## config.mk

```make
export PLATFORM = sky130hd
export DESIGN_NAME = ex_mem_reg
export DESIGN_NICKNAME = d
export VERILOG_FILES = /design/src/rtl/exmem_pkg.sv /design/src/rtl/ex_branch_cmp.sv /design/src/rtl/ex_mem_reg.sv
export SDC_FILE = /design/constraint.sdc
export NUM_CORES = 1
export LEC_CHECK = 0
export ABC_AREA = 1
export CORE_MARGIN = 2
export CORE_UTILIZATION = 51
export DETAILED_ROUTE_END_ITERATION = 8
export GPL_TIMING_DRIVEN = 1
export PLACE_DENSITY = 0.87
export SYNTH_ARGS = -nofsm -noshare
export SYNTH_HDL_FRONTEND = slang
export SYNTH_HIERARCHICAL = 1
export SYNTH_SLANG_ARGS = --single-unit
export TNS_END_PERCENT = 1
```

## constraint.sdc

```tcl
create_clock -name clk -period 3.7 [get_ports clk]
set_clock_uncertainty 0.2 [all_clocks]
set_input_delay 0.555 -clock clk [delete_from_list [all_inputs] [get_ports clk]]
set_output_delay 0.555 -clock clk [all_outputs]
set_load 0.005 [all_outputs]
```

## src/rtl/exmem_pkg.sv

```systemverilog
// exmem_pkg: shared types for the execute-to-memory register.
// Branch funct3 codes, ALU status bit indices, queued entry layout.
package exmem_pkg;

  localparam int EX_XLEN   = 32;
  localparam int EX_REG_AW = 5;

  localparam logic [2:0] BR_EQ  = 3'b000;
  localparam logic [2:0] BR_NE  = 3'b001;
  localparam logic [2:0] BR_LT  = 3'b100;
  localparam logic [2:0] BR_GE  = 3'b101;
  localparam logic [2:0] BR_LTU = 3'b110;
  localparam logic [2:0] BR_GEU = 3'b111;

  localparam int ST_EQ  = 0;
  localparam int ST_LT  = 1;
  localparam int ST_LTU = 2;

  typedef struct packed {
    logic [EX_XLEN-1:0]   result;
    logic [EX_REG_AW-1:0] rd;
    logic                 reg_write;
    logic                 mem_read;
    logic                 mem_write;
    logic [EX_XLEN-1:0]   store_data;
  } entry_t;

endpackage

```

## src/rtl/ex_branch_cmp.sv

```systemverilog
// ex_branch_cmp: branch/jump resolution from ALU status.
// Produces taken flag, redirect target and the result to queue.
module ex_branch_cmp
  import exmem_pkg::*;
#(
  parameter int XLEN = EX_XLEN
) (
  input  logic [2:0]      alu_status,
  input  logic [2:0]      br_type,
  input  logic [XLEN-1:0] pc,
  input  logic [XLEN-1:0] imm,
  input  logic [XLEN-1:0] alu_out,
  input  logic            is_branch,
  input  logic            is_jump,
  input  logic            jump_reg,
  output logic            taken,
  output logic [XLEN-1:0] target,
  output logic [XLEN-1:0] result
);

  logic            cond;
  logic [XLEN-1:0] rel;
  logic [XLEN-1:0] jtgt;

  assign rel  = pc + imm;
  assign jtgt = jump_reg ? alu_out : rel;

  // Branch condition decoded from funct3 and status bits
  always_comb begin
    cond = 1'b0;
    case (br_type)
      BR_EQ:   cond = alu_status[ST_EQ];
      BR_NE:   cond = ~alu_status[ST_EQ];
      BR_LT:   cond = alu_status[ST_LT];
      BR_GE:   cond = ~alu_status[ST_LT];
      BR_LTU:  cond = alu_status[ST_LTU];
      BR_GEU:  cond = ~alu_status[ST_LTU];
      default: cond = 1'b0;
    endcase
  end

  // Select taken/target/result by instruction class
  always_comb begin
    taken  = 1'b0;
    target = rel;
    result = alu_out;
    unique case (1'b1)
      is_jump: begin
        taken  = 1'b1;
        target = {jtgt[XLEN-1:1], 1'b0};
        result = pc + XLEN'(4);
      end
      is_branch: begin
        taken  = cond;
        target = rel;
      end
      default: begin
        taken = 1'b0;
      end
    endcase
  end

endmodule

```

## src/rtl/ex_mem_reg.sv

```systemverilog
// ex_mem_reg: EX->MEM register with branch redirect.
// EX_MEM_SKID_EN adds a skid entry and a registered in_ready.
module ex_mem_reg
  import exmem_pkg::*;
#(
  parameter int XLEN   = EX_XLEN,
  parameter int REG_AW = EX_REG_AW
) (
  input  logic              clk,
  input  logic              rst,
  input  logic              in_valid,
  output logic              in_ready,
  input  logic [XLEN-1:0]   alu_out,
  input  logic [2:0]        alu_status,
  input  logic [XLEN-1:0]   pc,
  input  logic [XLEN-1:0]   imm,
  input  logic              is_branch,
  input  logic              is_jump,
  input  logic              jump_reg,
  input  logic [2:0]        br_type,
  input  logic [REG_AW-1:0] rd,
  input  logic              reg_write,
  input  logic              mem_read,
  input  logic              mem_write,
  input  logic [XLEN-1:0]   store_data,
  output logic              out_valid,
  input  logic              out_ready,
  output logic [XLEN-1:0]   out_result,
  output logic [REG_AW-1:0] out_rd,
  output logic              out_reg_write,
  output logic              out_mem_read,
  output logic              out_mem_write,
  output logic [XLEN-1:0]   out_store_data,
  output logic              redirect_valid,
  output logic [XLEN-1:0]   redirect_pc
);

  logic            br_taken;
  logic [XLEN-1:0] br_target;
  logic [XLEN-1:0] br_result;
  entry_t          in_entry;
  entry_t          main_q;
  logic            main_valid;
  logic            accept;
  logic            drain;

  ex_branch_cmp #(.XLEN(XLEN)) u_cmp (
    .alu_status (alu_status),
    .br_type    (br_type),
    .pc         (pc),
    .imm        (imm),
    .alu_out    (alu_out),
    .is_branch  (is_branch),
    .is_jump    (is_jump),
    .jump_reg   (jump_reg),
    .taken      (br_taken),
    .target     (br_target),
    .result     (br_result)
  );

  assign in_entry = '{
    result:     br_result,
    rd:         rd,
    reg_write:  reg_write,
    mem_read:   mem_read,
    mem_write:  mem_write,
    store_data: store_data
  };

  assign accept = in_valid & in_ready & ~redirect_valid;
  assign drain  = main_valid & out_ready;

  assign out_valid      = main_valid;
  assign out_result     = main_q.result;
  assign out_rd         = main_q.rd;
  assign out_reg_write  = main_q.reg_write;
  assign out_mem_read   = main_q.mem_read;
  assign out_mem_write  = main_q.mem_write;
  assign out_store_data = main_q.store_data;

`ifdef EX_MEM_SKID_EN
  entry_t skid_q;
  logic   skid_valid;
  logic   skid_next;
  logic   ready_q;
  logic   skid_move;
  logic   main_load;
  logic   skid_load;

  assign in_ready  = ready_q;
  assign skid_move = drain & skid_valid;
  assign main_load = accept & (~main_valid | (drain & ~skid_valid));
  assign skid_load = accept & ~main_load;
  assign skid_next = skid_load | (skid_valid & ~skid_move);

  // Two-entry queue; skid refills main on the draining edge
  always_ff @(posedge clk) begin
    if (rst) begin
      main_q     <= '0;
      main_valid <= 1'b0;
      skid_q     <= '0;
      skid_valid <= 1'b0;
      ready_q    <= 1'b0;
    end else begin
      if (skid_move)
        main_q <= skid_q;
      else if (main_load)
        main_q <= in_entry;
      if (skid_load)
        skid_q <= in_entry;
      main_valid <= skid_move | main_load
                  | (main_valid & ~drain);
      skid_valid <= skid_next;
      ready_q    <= ~skid_next;
    end
  end
`else
  logic up_q;

  assign in_ready = up_q & (~main_valid | out_ready);

  // Single entry; up_q holds in_ready low through reset
  always_ff @(posedge clk) begin
    if (rst) begin
      main_q     <= '0;
      main_valid <= 1'b0;
      up_q       <= 1'b0;
    end else begin
      up_q <= 1'b1;
      if (accept)
        main_q <= in_entry;
      main_valid <= accept | (main_valid & ~drain);
    end
  end
`endif

  // One-cycle redirect pulse for every taken accept
  always_ff @(posedge clk) begin
    if (rst) begin
      redirect_valid <= 1'b0;
      redirect_pc    <= '0;
    end else begin
      redirect_valid <= accept & br_taken;
      if (accept & br_taken)
        redirect_pc <= br_target;
    end
  end

endmodule
```

==> Word-level counts from Yosys, hierarchy flattened <==
Cells that the tools add are included.
{ "totals": {"mem_bits_rw": 0, "elab_cells": 38, "out_inout_bits": 107, "mem_count": 0, "latchBits": 0, "mem_bits_ro": 0, "reg_bits": 107, "input_bits": 149} }
{ "classes": {"n_mul": 0, "div": 0, "shift": 0, "n_reduce_logical": 1, "n_addsub": 2, "mux": 6, "magnitude_cmp": 0, "n_bitwise": 14, "n_eq_ne": 5} }
{ "op_table": {"columns": ["op", "n"], "rows": [
  ["32-bit two-way mux", 3],
  ["32-bit by 3-bit adder with 32-bit output, second input constant", 1],
  ["32-bit adder", 1],
  ["3-bit equality test, second input constant", 4],
  ["1-bit bitwise AND", 6],
  ["1-bit NOT", 6],
  ["1-bit case mux with 6 select lines", 1],
  ["3-bit by 1-bit equality test with 1-bit output, second input constant", 1],
  ["3-bit zero test", 1],
  ["1-bit bitwise OR", 2],
  ["1-bit case mux with 2 select lines", 1],
  ["1-bit two-way mux", 1]
]} }

==> Depth between registers and ports, before layout <==
{ "logic_depth": {"depth_word": 6, "mapped_depth": 17, "mapped_depth_nobuf": 17} }

==> Hierarchy <==
Netlist, hierarchy kept.
{ "by_module_without_submodules": {"columns": ["module", "instances", "cells_each", "seq_area_each_um2", "area_each_um2"], "rows": [
  ["ex_mem_reg", 1, 535, 2142.1, 4003.8],
  ["ex_branch_cmp", 1, 826, 0.0, 3908.7]
]} }

==> Least setup slack after synthesis <==
No wires, ideal clock.
{ "synth_path": {"kind": "input to register", "startpoint": "in pc[0]", "endpoint": "reg redirect_pc[20]", "t_required_ns": 3.387, "arrival_time_ns": 2.173, "stages": 16, "n_path_buf": 0, "setup_slack_ns": 1.214, "setup_time_ns": 0.113, "cell_sequence": "ha_1 -> fa_1 -> nand3_1 -> nand3_1 -> nand3_1 -> nand3_1 -> nand2_1 -> nand2_1 -> nand2_1 -> nand3_1 -> o21ai_0 -> inv_1 -> inv_1 -> nand4_1 -> nand2_1 -> nor2_1"} }
{ "synth_between": {"elab_chain_len": 3} }
{ "synth_lines": {"columns": ["element", "line_no", "rtl"], "rows": [
  ["start: declaration", "ex_mem_reg.sv:15", "input logic [XLEN-1:0] pc,"],
  ["32-bit adder *", "ex_branch_cmp.sv:25", "assign rel = pc + imm;"],
  ["32-bit two-way mux", "ex_branch_cmp.sv:26", "assign jtgt = jump_reg ? alu_out : rel;"],
  ["32-bit two-way mux *", "ex_branch_cmp.sv:47", "unique case (1'b1)"],
  ["via br_target[20]", "ex_mem_reg.sv:39", "logic [XLEN-1:0] br_target;"],
  ["end signal: assignment", "ex_mem_reg.sv:145", "redirect_pc <= br_target;"],
  ["end: declaration", "ex_mem_reg.sv:35", "output logic [XLEN-1:0] redirect_pc"]
]} }
The timed path passes the listed nets; every way through them passes the cells marked *.
A chain may end at the register's enable or synchronous reset.

==> Worst setup path in the final report <==
{ "layout_path": {"startpoint": "in pc[0]", "endpoint": "reg redirect_pc[16]"} }
Same word-level chain as after synthesis.

==> qor.csv <==
metric,value,unit
die width,129,µm
synth top area cells,"dfxtp_1 (27%), nand2_1 (18%), nor2_1 (13%)",
Worst R2R Setup Slack,1530,ps
Worst-Margin Slew,901,ps
"Avg Cell Area, Syn",5.81,µm²
Worst Setup End Kind,register,
Placer Congestion,0.963,
status,"finished, final reports clean",
critical path peak fanout,4,
Yosys warnings,6,
"most used cell, CP",nand2_1,
clk slew on worst S/H paths,70,ps
worst min path class,register to register,
Power Total,3.48,mW
multi-input logic area,4750,µm²
fmax,0.340,GHz
"most common cell after layout, fill and taps aside",nand2_1,
critical path startpoint category,input port,
Die H,129,µm
Max IR drop VDD,249,µV
clk_lat worst skew,340,ps
antenna violations before repair,0,
Setup Buffers After CTS,0,
CTS sink count,107,
post-layout minimum cycle time,2940,ps
fill count,1350,
post-detail-place hpwl,22600,µm
total I/O pin count,256,
"Distinct cells, synth",37,
largest net degree at the start of global routing,77,
Synth Register Bits,107,
total die area,16500,µm²
hold violation count in the final report,0,
drt drc,0,
post-synthesis sequential area ratio,0.271,
Post-Syn Instances,1361,
Slew Limit Headroom,0.399,
vias in the first global route,8535,
placed insts,1764,
CTS root buffer,clkbuf_16,
Crit Path Class,input port to register,
Yosys top cell by area,dfxtp_1,
Netlist Area Pre-Place,7910,µm²
Initial Utilization,0.520,
"Hold-fix buffers, CTS",0,
total wire length,28400,µm
drt first-iter violations,635,
post-CTS sizing,0,
post-route ant nets,0,
final setup violation count,0,
PortBufs,255,
Slowest cell on crit path,fa_1,
WP data arrival,2990,ps
FP Rows,45,
Mapped Nets,1543,
setup TNS,0,ps
htree depth,3,
P_leak,5.33,nW
top cell type's share of synthesized area,0.271,
post-DR wirelength/cell,16.0,µm
Placeable Area,15200,µm²
TritonCTS Buffers,9,
WHS,282,ps
CTS tree,yes,
post-route insts no fill,1778,
TritonRoute pass-1 iters,5,
antenna fix cells,0,
first-pass GRT wire length,44000,µm
unrepaired setup endpoints after global routing,no,
CTS Buffer Depth,2,
total track usage,0.341,
maxcap violations,0,
CP peak stage delay,460,ps
vias post-DR,9222,
final net count,1769,
CP cell instances,clkdlybuf4s50_1 > ha_1 > fa_1 > nand3_1 > nand3_1 > nand2_1 > nand2_1 > nand3_1 > nand2_1 > xnor2_1 > o21ai_0 > inv_1 > nand4_1 > nand2_1 > nor2_1,
highest-count cells in the layout ignoring fill and taps,"nand2_1 (374), nor2_1 (270), clkdlybuf4s50_1 (255)",
Final period util,0.796,
Seq. cell area,2140,µm²
max-slew violations,0,
Area Overhead vs Synth,37.6,%
Vias/cell,5.19,
CP Data Required Time,3750,ps
Pwr per Cell Area,320,nW/µm²
layout cell share with drive strength beyond 1,0.0327,
total congestion overflow,0,
-- state kept, by name (all words and copies together), names as in the netlist --
name	cells
out_rd	5
redirect_pc	32
up_q	1
out_mem_write	1
out_mem_read	1
out_reg_write	1
out_store_data	32
out_result	32
out_valid	1
redirect_valid	1
-- cell usage after synthesis, drive strengths merged --
cell type / number
a21o: 2
a21oi: 22
a31oi: 1
and2: 1
buf: 25
clkbuf: 27
dfxtp: 107
fa: 1
ha: 32
inv: 206
mux2i: 4
nand2: 376
nand3: 64
nand3b: 1
nand4: 44
nor2: 278
nor3: 7
nor4: 1
o21ai: 112
o21bai: 3
or2: 10
xnor2: 17
xor2: 20
-- critical path: cells and delay by family --
family	cells	cell delay, ps
buffers and inverters	2	510
adder cells (fa/ha/maj)	2	740
AO/OA/AOI/OAI	1	130
XOR/XNOR	1	260
AND/OR/NAND/NOR	9	790
-- where the power goes --
part           total (mW)  internal, mW  switching, mW
sequential           1.28          1.23         0.0442
combinational        1.18         0.537          0.644
clock                1.02         0.623          0.399
-- metrics by stage --
step / area (µm²) / utilization / setup WS (ps)
2_1_floorplan: 7910 / - / 1210
3_3_place_gp: 10600 / 0.695 / 473
3_5_place_dp: 10600 / 0.695 / 428
4_1_cts: 10900 / 0.716 / 792
5_1_grt: 10900 / 0.716 / 551
6_report: 10900 / 0.716 / 755
-- cell type report --
| cell class | count | share of cell area |
|---|---|---|
| multi-input combinational | 996 | 0.437 |
| timing repair buffer | 267 | 0.245 |
| sequential | 107 | 0.197 |
| inverter | 206 | 0.0710 |
| clock buffer | 12 | 0.0236 |
| tap | 188 | 0.0216 |
| clock inverter | 2 | 0.00552 |
-- routing by layer --
layer / track usage / up-vias / part of all wire
met5: 0 / - / 0
met4: 0.109 / 0 / 0.029
met3: 0.0586 / 43 / 0.081
met2: 0.591 / 357 / 0.48
met1: 0.434 / 4162 / 0.41
li1: - / 4660 / -
-- kinds of logic after synthesis --
logic type,share of synthesized area
compound gates,0.0909
xor+xnor,0.0410
fa+ha+maj,0.0531
buf+inv,0.129
flops,0.271
mux,0.00506
simple gates,0.411
-- path summary, 6_finish.rpt --
check | from | to | depth (start not counted)
max | pc[0] | redirect_pc[16] | 15
min | out_store_data[6] | out_store_data[6] | 2
max reg2reg | out_valid | out_store_data[10] | 6
min reg2reg | out_store_data[6] | out_store_data[6] | 2
Note: power is estimated with default switching activity, not from simulation.
